===== src/rtl/am2940_seq.sv =====
// Purpose : sequences one am2940 DMA address slice: program (WCR/LDA/LDW) or
//           reload (INIT), then step once per acknowledged memory word.
// Latency : start -> first RUN cycle is 4 cycles (program) or 2 cycles (reload);
//           FIN follows the RUN cycle that sees done_in with mack, or abort.
// Backpress: mack stalls RUN with mreq held high; start is ignored while busy.
//
// Ports:
//   cp, rst                  clock, synchronous active-high reset
//   start/reload/ctl/addr/cnt host request and programming values
//   abort                    host termination of a running transfer
//   busy/xfer_done/aborted   host status; xcount = acked words this run
//   remaining                2940 word counter, sampled while IDLE
//   i, d_out, d_oe, d_in     2940 instruction and D bus
//   oea_, aci_, wci_         2940 enables (active low)
//   done_in                  2940 DONE, already reflecting the current step
//   mreq, mack               memory handshake
module am2940_seq #(
  parameter int W = 8
) (
  input  logic         cp,
  input  logic         rst,
  input  logic         start,
  input  logic         reload,
  input  logic [2:0]   ctl,
  input  logic [W-1:0] addr,
  input  logic [W-1:0] cnt,
  input  logic         abort,
  output logic         busy,
  output logic         xfer_done,
  output logic         aborted,
  output logic [W:0]   xcount,
  output logic [W-1:0] remaining,
  output logic [2:0]   i,
  output logic [W-1:0] d_out,
  output logic         d_oe,
  input  logic [W-1:0] d_in,
  output logic         oea_,
  output logic         aci_,
  output logic         wci_,
  input  logic         done_in,
  output logic         mreq,
  input  logic         mack
);

  typedef enum logic [2:0] {
    IDLE   = 3'd0,
    S_WCR  = 3'd1,
    S_LDA  = 3'd2,
    S_LDW  = 3'd3,
    S_INIT = 3'd4,
    RUN    = 3'd5,
    FIN    = 3'd6
  } state_t;

  // 2940 instruction encodings
  localparam logic [2:0] I_WCR  = 3'b000;
  localparam logic [2:0] I_RWC  = 3'b010;
  localparam logic [2:0] I_INIT = 3'b100;
  localparam logic [2:0] I_LDA  = 3'b101;
  localparam logic [2:0] I_LDW  = 3'b110;
  localparam logic [2:0] I_ENA  = 3'b111;

  localparam logic [W:0] XCOUNT_MAX = '1;

  state_t       state, state_nxt;
  logic [2:0]   ctl_q;
  logic [W-1:0] addr_q;
  logic [W-1:0] cnt_q;

  // Next state and 2940-side decode. In RUN the count enables follow mack
  // directly so the 2940 advances on the same edge that completes the word.
  always_comb begin
    state_nxt = state;
    i         = I_RWC;
    d_out     = '0;
    d_oe      = 1'b0;
    oea_      = 1'b1;
    aci_      = 1'b1;
    wci_      = 1'b1;
    mreq      = 1'b0;
    case (state)
      IDLE: begin
        if (start) state_nxt = reload ? S_INIT : S_WCR;
      end
      S_WCR: begin
        i         = I_WCR;
        d_out     = W'(ctl_q);
        d_oe      = 1'b1;
        state_nxt = S_LDA;
      end
      S_LDA: begin
        i         = I_LDA;
        d_out     = addr_q;
        d_oe      = 1'b1;
        state_nxt = S_LDW;
      end
      S_LDW: begin
        i         = I_LDW;
        d_out     = cnt_q;
        d_oe      = 1'b1;
        state_nxt = RUN;
      end
      S_INIT: begin
        i         = I_INIT;
        state_nxt = RUN;
      end
      RUN: begin
        i    = I_ENA;
        oea_ = 1'b0;
        mreq = 1'b1;
        aci_ = ~mack;
        wci_ = ~mack;
        if (abort || (mack && done_in)) state_nxt = FIN;
      end
      FIN: begin
        state_nxt = IDLE;
      end
      default: begin
        state_nxt = IDLE;
      end
    endcase
  end

  assign busy      = (state != IDLE);
  assign xfer_done = (state == FIN);

  always_ff @(posedge cp) begin
    if (rst) begin
      state     <= IDLE;
      xcount    <= '0;
      aborted   <= 1'b0;
      remaining <= '0;
      ctl_q     <= '0;
      addr_q    <= '0;
      cnt_q     <= '0;
    end else begin
      state <= state_nxt;
      case (state)
        IDLE: begin
          // i = RWC in IDLE, so d_in carries the 2940 word counter.
          remaining <= d_in;
          if (start) begin
            xcount  <= '0;
            aborted <= 1'b0;
            if (!reload) begin
              ctl_q  <= ctl;
              addr_q <= addr;
              cnt_q  <= cnt;
            end
          end
        end
        RUN: begin
          if (mack && (xcount != XCOUNT_MAX)) xcount <= xcount + 1'b1;
          // An abort coinciding with the final word still counts as a
          // normal completion.
          if (abort)
            aborted <= mack ? ~done_in : 1'b1;
          else if (mack && done_in)
            aborted <= 1'b0;
        end
        default: begin
        end
      endcase
    end
  end

endmodule

===== config.mk =====
export PLATFORM = sky130hd
export DESIGN_NAME = am2940_seq
export DESIGN_NICKNAME = d
export VERILOG_FILES = /design/src/rtl/am2940_seq.sv
export SDC_FILE = /design/constraint.sdc
export NUM_CORES = 1
export LEC_CHECK = 0
export CAP_MARGIN = 20
export CORE_MARGIN = 2
export CORE_UTILIZATION = 30
export CTS_CLUSTER_SIZE = 24
export DETAILED_ROUTE_END_ITERATION = 8
export GPL_ROUTABILITY_DRIVEN = 0
export GPL_TIMING_DRIVEN = 0
export HOLD_SLACK_MARGIN = 0.08
export REMOVE_ABC_BUFFERS = 1
export SLEW_MARGIN = 40
export SYNTH_ARGS = -nofsm -noshare
export SYNTH_HDL_FRONTEND = slang
export SYNTH_SLANG_ARGS = --single-unit
export TNS_END_PERCENT = 5

===== constraint.sdc =====
create_clock -name cp -period 3.1 [get_ports cp]
set_input_delay 0.31 -clock cp [delete_from_list [all_inputs] [get_ports cp]]
set_output_delay 0.31 -clock cp [all_outputs]
set_load 0.01 [all_outputs]

==> results of run 1 <==
layout by cell type (no fill, tap or decap):
| cell type | count |
|---|---|
| a21oi_1 | 38 |
| clkbuf_1 | 2 |
| mux2i_1 | 8 |
| a211oi_1 | 1 |
| nor3b_4 | 1 |
| nor2_1 | 23 |
| a221o_1 | 1 |
| o21ai_0 | 7 |
| nor3_4 | 1 |
| nand4_1 | 1 |
| nand4b_1 | 1 |
| a31oi_1 | 4 |
| clkdlybuf4s50_1 | 68 |
| or3b_4 | 1 |
| nand3_1 | 5 |
| o22a_1 | 1 |
| clkbuf_8 | 6 |
| nor3_1 | 6 |
| xor2_1 | 1 |
| a21o_1 | 3 |
| a311oi_1 | 3 |
| ha_1 | 2 |
| buf_2 | 1 |
| clkinv_1 | 1 |
| inv_2 | 1 |
| a41oi_1 | 1 |
| a21oi_4 | 1 |
| dfxtp_1 | 40 |
| nand3b_2 | 2 |
| a32o_1 | 1 |
| nand2b_1 | 2 |
| nand2_1 | 64 |
| buf_16 | 1 |
| inv_1 | 4 |
state kept, by name, indices dropped and copies added (netlist names):
signal / flops
xcount: 9
addr_q: 8
cnt_q: 8
remaining: 8
ctl_q: 3
state: 3
aborted: 1
area by class of cell:
class                      count  area, sq um  area share
clock buffer                   8        90.09     0.03371
inverter                       6        22.52    0.008427
multi-input combinational    179        952.2      0.3563
sequential                    40        800.8      0.2996
tap                           75        93.84     0.03511
timing repair buffer          70        713.2      0.2669
metal layers:
layer / up-vias / track usage / routed length, microns
li1: 945 / - / -
met1: 821 / 0.1809 / 2237
met2: 54 / 0.2460 / 2057
met3: 5 / 0.04348 / 330
met4: 0 / 0.03443 / 37
met5: - / 0 / 0
kinds of logic after synthesis:
kind of cell / synth area share
xor+xnor: 0.004731
mux: 0.04324
compound gates: 0.1946
simple gates: 0.2581
flops: 0.4324
fa+ha+maj: 0.01351
buf+inv: 0.05338
power by group through the flow:
stage / Clock (mW) / Sequential, mW / Combinational, mW
5_1_grt: 0.393 / 0.604 / 0.358
2_1_floorplan: 0 / 0.607 / 0.155
3_3_place_gp: 0 / 0.607 / 0.322
4_1_cts: 0.371 / 0.597 / 0.326
3_5_place_dp: 0 / 0.609 / 0.325
6_report: 0.362 / 0.596 / 0.321
worst max-delay path: stages (launching register included):
cell and delay [ns]:
dfxtp_1 0.72, nand3b_2 0.33, clkinv_1 0.30, nand2_1 0.17, clkdlybuf4s50_1 0.54
path summary, 6_finish.rpt:
path	from	end	slack, ns	cells past startpoint
worst max-delay path	state[1]	aci_	0.44	4
worst min-delay path	rst	remaining[0]	0.45	2
worst max register to register	state[0]	cnt_q[0]	0.76	5
worst min register to register	cnt_q[1]	cnt_q[1]	0.46	2
==> flow_summary.ini, run 1 <==
[status]
status = finished, final reports clean

[logic_synthesis]
syn_inst = 239
syn_area_per_cell_sq_um = 7.748
synth_ff_type = dfxtp_1
yosysTopAreaCell = dfxtp_1
post-synth-top-count-cell = nand2_1
synth_cell_types = 33
synth_top_area_frac = 0.4324
yosys-top-cells-count = nand2_1 (64), dfxtp_1 (40), a21oi_1 (38)
seq_area_frac_synth = 0.4324
synth_seq_cells = 40
syn-cell-area_sq_um = 1852
synthTopCellsByArea = dfxtp_1 (43%), nand2_1 (13%), a21oi_1 (10%)
ys_warn_count = 0
synthArstFlopShare = 0
synth_edf_count = 0

[finish]
fin_area_sq_um = 2673
layout-drive-gt1-share = 0.04950
finalCoreUtilization = 0.4487
nFillCells = 614
instances_no_fill = 378
nets = 338
syn_to_final_growth_pct = 44.32
diodes = 0

[sta]
finClkSkew_ns = 0.007085
rsz0062_at_grt = no
setup_viol = 0
setup-tns-final_ns = 0
worst_slew_pin_slew_ns = 0.7670
worst_slack_ns = 0.4403
fmax_ghz = 0.3760
hold_slack_ns = 0.4510
min_period_ns = 2.660
drv_slew = 0
relSlewSlack = 0.4880
finalCritPeriodShare = 0.8580
hold_violations = 0

[clock_tree]
clk_latency_ns = 0.29
clock_sinks = 40
cts_hold_buffers = 0
cts_tree = yes
clk_path_buf_depth = 2
htreeDepth = 2
clk_pin_slew_ns = 0.07
root_buffer = clkbuf_8
post_cts_resized = 0
post_cts_buffers = 0
cts-buffers-inserted = 5

[floorplan]
die_w_microns = 82.57
floorplan.initialDensity = 0.3109
ioPinCount = 70
die_h_microns = 82.57
rows = 28
dieArea_sq_um = 6817
fp.coreArea_sq_um = 5956

[drt]
drt-vias-per-instance = 4.828
drc = 0
ant_nets = 0
vias = 1825
wirelength_microns = 4663
drtIter0Drc = 40
wl_per_cell_microns = 12.34
dr.pass1.iters = 4

[place]
post-place-ws_ns = 0.6475
hpwl_microns = 3288
placed_cell_area_sq_um = 2582
portBuffers = 69
dp_cells = 370

[grt]
grt-ovfl-total = 0
grt_use_total = 0.1452
antenna_found_initial = 0
grt_max_degree = 24
grt_pass1_wl_microns = 7721
grt_pass1_vias = 1749

[critical_path]
critical_path_class = register to output port
end_kind = output port
crit_arrival_ns = 2.35
critPathLaunchType = register
critical_path_required_ns = 2.79
critPathMaxFanout = 13

[power_and_ir_drop]
comb_power_share = 0.251
leakage_nw = 0.9352
finalPower_mw = 1.279
p_switching_uw = 381.5
switching_share = 0.2983
p_seq_frac = 0.466
p_int_uw = 897.5
max-vdd-ir-drop_v = 0.0002377
p_clk_frac = 0.283
power_density_nw_per_um2 = 478.6

[run]
cap_violations = 0

[worst_hold_path]
min_path_type = primary input to register
(Power assumes the default switching activity.)
==> run 2, diff against run 1 <==
--- a/config.mk
+++ b/config.mk
@@ -7,12 +7,13 @@
 export LEC_CHECK = 0
 export CAP_MARGIN = 20
 export CORE_MARGIN = 2
-export CORE_UTILIZATION = 30
+export CORE_UTILIZATION = 47
 export CTS_CLUSTER_SIZE = 24
 export DETAILED_ROUTE_END_ITERATION = 8
 export GPL_ROUTABILITY_DRIVEN = 0
 export GPL_TIMING_DRIVEN = 0
 export HOLD_SLACK_MARGIN = 0.08
+export PLACE_DENSITY = 0.85
 export REMOVE_ABC_BUFFERS = 1
 export SLEW_MARGIN = 40
 export SYNTH_ARGS = -nofsm -noshare
==> run 2 against run 1 <==
Maximum frequency shrank 0.80%. Global-route usage grew 7.4 points. Worst setup slack lost 0.021 ns. First-iteration DRC count grew to 3.8 times the previous value. Cell count shrank 7.4%. Final area shrank 2.3%. Non-clock buffer count shrank 1. Combinational power shrank 2%. Routed wire length shrank 3.3%. Register-to-register slack gained 0.02 ns. Count of clock-buffer cells in the layout is the same. Sequential power is essentially flat. Critical endpoint is now wci_. Largest power group unchanged. Highest routed layer unchanged.
==> flow_summary.ini, run 2 (synthesis results as in run 1) <==
[worst_hold_path]
min_path_type = register to register

[sta]
worst_slew_pin_slew_ns = 0.7500
worst_slack_ns = 0.4189
min_period_ns = 2.681
finalCritPeriodShare = 0.8649
drv_slew = 0
relSlewSlack = 0.4993
finClkSkew_ns = 0.006105
setup-tns-final_ns = 0
rsz0062_at_grt = no
hold_violations = 0
fmax_ghz = 0.3730
setup_viol = 0

[clock_tree]
root_buffer = clkbuf_8
cts_tree = yes
htreeDepth = 2
clk_latency_ns = 0.29
cts_hold_buffers = 0
post_cts_buffers = 0
post_cts_resized = 0
clk_path_buf_depth = 2
clk_pin_slew_ns = 0.07
cts-buffers-inserted = 5
clock_sinks = 40

[drt]
drc = 0
drt-met1-wl_microns = 1973
drtIter0Drc = 151
dr_wl_met3_microns = 359
ant_nets = 0
dr.pass1.iters = 4
wirelength_microns = 4511
vias = 1853
dr_wl_met2_microns = 2120
wl_per_cell_microns = 12.89
top_layer_used = met4
drt-vias-per-instance = 5.294

[finish]
nFillCells = 318
nets = 337
diodes = 0
multiInputGateArea_sq_um = 952.2
largest_reg_flops = 9
layout_commonest_cell = clkdlybuf4s50_1
finalCoreUtilization = 0.7027
seq_area_sq_um = 800.8
final_cell_mix = clkdlybuf4s50_1 (68), nand2_1 (64), dfxtp_1 (40), a21oi_1 (38), nor2_1 (23)
syn_to_final_growth_pct = 41.01
layout-drive-gt1-share = 0.04636
top_register = xcount

[grt]
antenna_found_initial = 0
grt_max_degree = 42
grt-ovfl-total = 0
grt_use_total = 0.2195
grt_pass1_wl_microns = 7403
grt_pass1_vias = 1731

[place]
portBuffers = 69
hpwl_microns = 3038
post-place-ws_ns = 0.7299

[critical_path]
end_kind = output port
critical_path_class = register to output port
critPathLaunchType = register
critPathMaxFanout = 13
crit_arrival_ns = 2.37
critical_path_required_ns = 2.79

[floorplan]
fp.coreArea_sq_um = 3716
die_w_microns = 66.77
dieArea_sq_um = 4458
ioPinCount = 70
floorplan.initialDensity = 0.4983
rows = 22
die_h_microns = 66.77

[power_and_ir_drop]
max-vdd-ir-drop_v = 0.0003172
power_density_nw_per_um2 = 485.1
leakage_nw = 0.9225

[status]
status = finished, final reports clean

[run]
cap_violations = 0
==> run 2: changes by cell type in the layout (fill, tap and decap cells not counted) <==
cell	change
buf_16	-1
==> run 2: final timing paths <==
check | slack, ns | cells after the start | to | startpoint
setup / recovery | 0.42 | 4 | wci_ | state[1]
hold / removal | 0.46 | 2 | remaining[1] | remaining[1]
setup reg to reg | 0.78 | 5 | addr_q[1] | state[0]
hold reg to reg | 0.46 | 2 | remaining[1] | remaining[1]
==> run 2: layout make-up <==
cell class | count | area share
clock buffer | 8 | 0.03450
inverter | 6 | 0.008625
multi-input combinational | 179 | 0.3646
sequential | 40 | 0.3067
tap | 48 | 0.02300
timing repair buffer | 69 | 0.2626
==> run 2: critical path: stages, from the launching register on <==
cell	delay, ns
dfxtp_1	0.72
nand3b_2	0.34
clkinv_1	0.30
nand2_1	0.17
clkdlybuf4s50_1	0.54
==> run 2: power breakdown <==
part           leakage [nW]  switching (mW)  internal (mW)  total [mW]
registers             0.326          0.0441          0.551       0.596
clock network        0.0455           0.173          0.181       0.355
logic                 0.551           0.155          0.161       0.316
total                 0.922           0.373          0.894        1.27
==> run 2: stage by stage <==
step	hold slack (ns)	cell area [sq um]	total power, mW	cells
after global routing	0.4776	2611	1.338	350
after global placement	0.4413	2526	0.9195	342
final	0.4552	2611	1.267	350
after floorplan	0.3791	1775	0.7613	225
after detailed placement	0.4467	2521	0.9256	342
after CTS	0.4567	2611	1.279	350
==> run 2: metal layers <==
metal	vias up	GRT usage
li1	941	-
met1	835	0.2547
met2	73	0.3750
met3	4	0.07264
met4	0	0.07908
met5	-	0
==> run 3, diff against run 2 <==
--- a/config.mk
+++ b/config.mk
@@ -5,6 +5,7 @@
 export SDC_FILE = /design/constraint.sdc
 export NUM_CORES = 1
 export LEC_CHECK = 0
+export ABC_CLOCK_PERIOD_IN_PS = 3100
 export CAP_MARGIN = 20
 export CORE_MARGIN = 2
 export CORE_UTILIZATION = 47
@@ -14,7 +15,6 @@
 export GPL_TIMING_DRIVEN = 0
 export HOLD_SLACK_MARGIN = 0.08
 export PLACE_DENSITY = 0.85
-export REMOVE_ABC_BUFFERS = 1
 export SLEW_MARGIN = 40
 export SYNTH_ARGS = -nofsm -noshare
 export SYNTH_HDL_FRONTEND = slang
==> run 3 against run 2 <==
Worst hold slack improved by 0.0011 ns. Register-to-register slack improved by 0.36 ns. Largest cell class unchanged. Cell count rose by 4.0%. Count of clock-buffer cells in the layout fell by 1. Final area rose by 2.9%. Sequential share of layout area fell by 0.87 points. Clock power fell by 3%. Flip-flop and latch count did not move. Routed wire length rose by 5.8%. Sequential power fell by 3.7%. Non-clock buffer count rose by 14. Worst setup slack improved by 0.20 ns.
==> flow_summary.ini, run 3 (synthesis results as in run 1) <==
[critical_path]
crit_arrival_ns = 2.17
critical_path_class = register to output port
critical_path_required_ns = 2.79
slowest_delay_ns = 0.57
critPathLaunchType = register
crit_top_cell = nor2_1
path_cells = buf_2 -> inv_1 -> nor2_1 -> a21oi_1 -> nor2_1 -> clkdlybuf4s50_1
crit_slowest_cell = clkdlybuf4s50_1
end_kind = output port
critPathMaxFanout = 10

[sta]
rsz0062_at_grt = no
setup-tns-final_ns = 0
min_period_ns = 2.480
worst_slack_ns = 0.6202
setup_viol = 0
drv_slew = 0
hold_slack_ns = 0.4563
finClkSkew_ns = 0.006237
hold_violations = 0
finalCritPeriodShare = 0.7999
worst_slew_pin_slew_ns = 0.5427
fmax_ghz = 0.4033
relSlewSlack = 0.6382

[grt]
antenna_found_initial = 0
grt-ovfl-total = 0
grt_pass1_wl_microns = 7686
grt_use_total = 0.2298
grt_pass1_vias = 1722
grt_max_degree = 13

[drt]
ant_nets = 0
drc = 0
drt-vias-per-instance = 5.192
wirelength_microns = 4771
wl_per_cell_microns = 13.11
dr.pass1.iters = 4
vias = 1890
drtIter0Drc = 157

[floorplan]
die_h_microns = 66.77
rows = 22
floorplan.initialDensity = 0.4983
ioPinCount = 70
fp.coreArea_sq_um = 3716
die_w_microns = 66.77
dieArea_sq_um = 4458

[status]
status = finished, final reports clean

[finish]
largest_reg_flops = 9
nFillCells = 313
syn_to_final_growth_pct = 45.14
instances_no_fill = 364
diodes = 0
final_cell_mix = clkdlybuf4s50_1 (69), nand2_1 (64), dfxtp_1 (40), a21oi_1 (38), nor2_1 (23)
nets = 351
top_register = xcount
layout-drive-gt1-share = 0.06329
layout_commonest_cell = clkdlybuf4s50_1

[place]
dp_cells = 356
post-place-ws_ns = 0.9550
hpwl_microns = 3513
portBuffers = 69

[clock_tree]
cts_hold_buffers = 0
clk_latency_ns = 0.30
root_buffer = clkbuf_8
cts-buffers-inserted = 5
cts_tree = yes
clk_path_buf_depth = 2
clk_pin_slew_ns = 0.08
clock_sinks = 40
post_cts_resized = 0
htreeDepth = 2
post_cts_buffers = 0

[worst_hold_path]
min_path_type = register to register

[logic_synthesis]
syn_nets = 275

[run]
cap_violations = 0

[power_and_ir_drop]
power_density_nw_per_um2 = 476.2
max-vdd-ir-drop_v = 0.0003082
leakage_nw = 0.9607
[run 3: cell count changes in the layout (fill, tap and decap cells not counted), sizes merged]
cell,previous run,this run
buf,1,7
clkbuf,8,14
clkdlybuf4s50,68,69
clkinv,1,2
[run 3: cell type report]
type / instances / area [sq um] / share of cell area
plain buffers: 14 / 76.32 / 0.02840
clock buffers: 7 / 76.32 / 0.02840
clock inverters: 1 / 8.758 / 0.003259
inverters: 6 / 22.52 / 0.008380
multi-input cells: 179 / 952.2 / 0.3543
flip-flops and latches: 40 / 800.8 / 0.2980
well taps: 48 / 60.06 / 0.02235
repair buffers: 69 / 690.7 / 0.2570
[run 3: metrics by stage]
stage | instance area (sq um) | util | total power [mW]
2_1_floorplan | 1852 | - | 0.7866
3_3_place_gp | 2603 | 0.7003 | 0.9399
3_5_place_dp | 2603 | 0.7003 | 0.9478
4_1_cts | 2688 | 0.7232 | 1.285
5_1_grt | 2688 | 0.7232 | 1.346
6_report | 2688 | 0.7232 | 1.280
[run 3: per-layer routing]
metal | part of all wire | up-vias | track usage | wire (microns)
met5 | 0 | - | 0 | 0
met4 | 0.017 | 0 | 0.09439 | 82
met3 | 0.067 | 8 | 0.05574 | 320
met2 | 0.48 | 69 | 0.3938 | 2268
met1 | 0.44 | 843 | 0.2733 | 2100
li1 | - | 970 | - | -
[run 3: worst max-delay path: cells and delay by family (launching register included)]
kind | cells | cell delay, ns
buffers and inverters | 3 | 1.02
AND/OR/NAND/NOR | 2 | 0.33
AO/OA/AOI/OAI | 1 | 0.10
flip-flops | 1 | 0.41
[run 3: where the power goes]
group	switching, mW	leakage [nW]	internal (mW)	total, mW
clock	0.182	0.0424	0.161	0.343
combinational	0.185	0.592	0.178	0.363
sequential	0.0226	0.326	0.551	0.574
total	0.390	0.961	0.890	1.28
[run 3: final timing paths]
check	startpoint	to	slack, ns	cells after the start
worst max register to register	xcount[0]	xcount[7]	1.14	8
worst min register to register	remaining[3]	remaining[3]	0.46	2
worst max-delay path	state[1]	d_out[2]	0.62	6
worst min-delay path	remaining[3]	remaining[3]	0.46	2
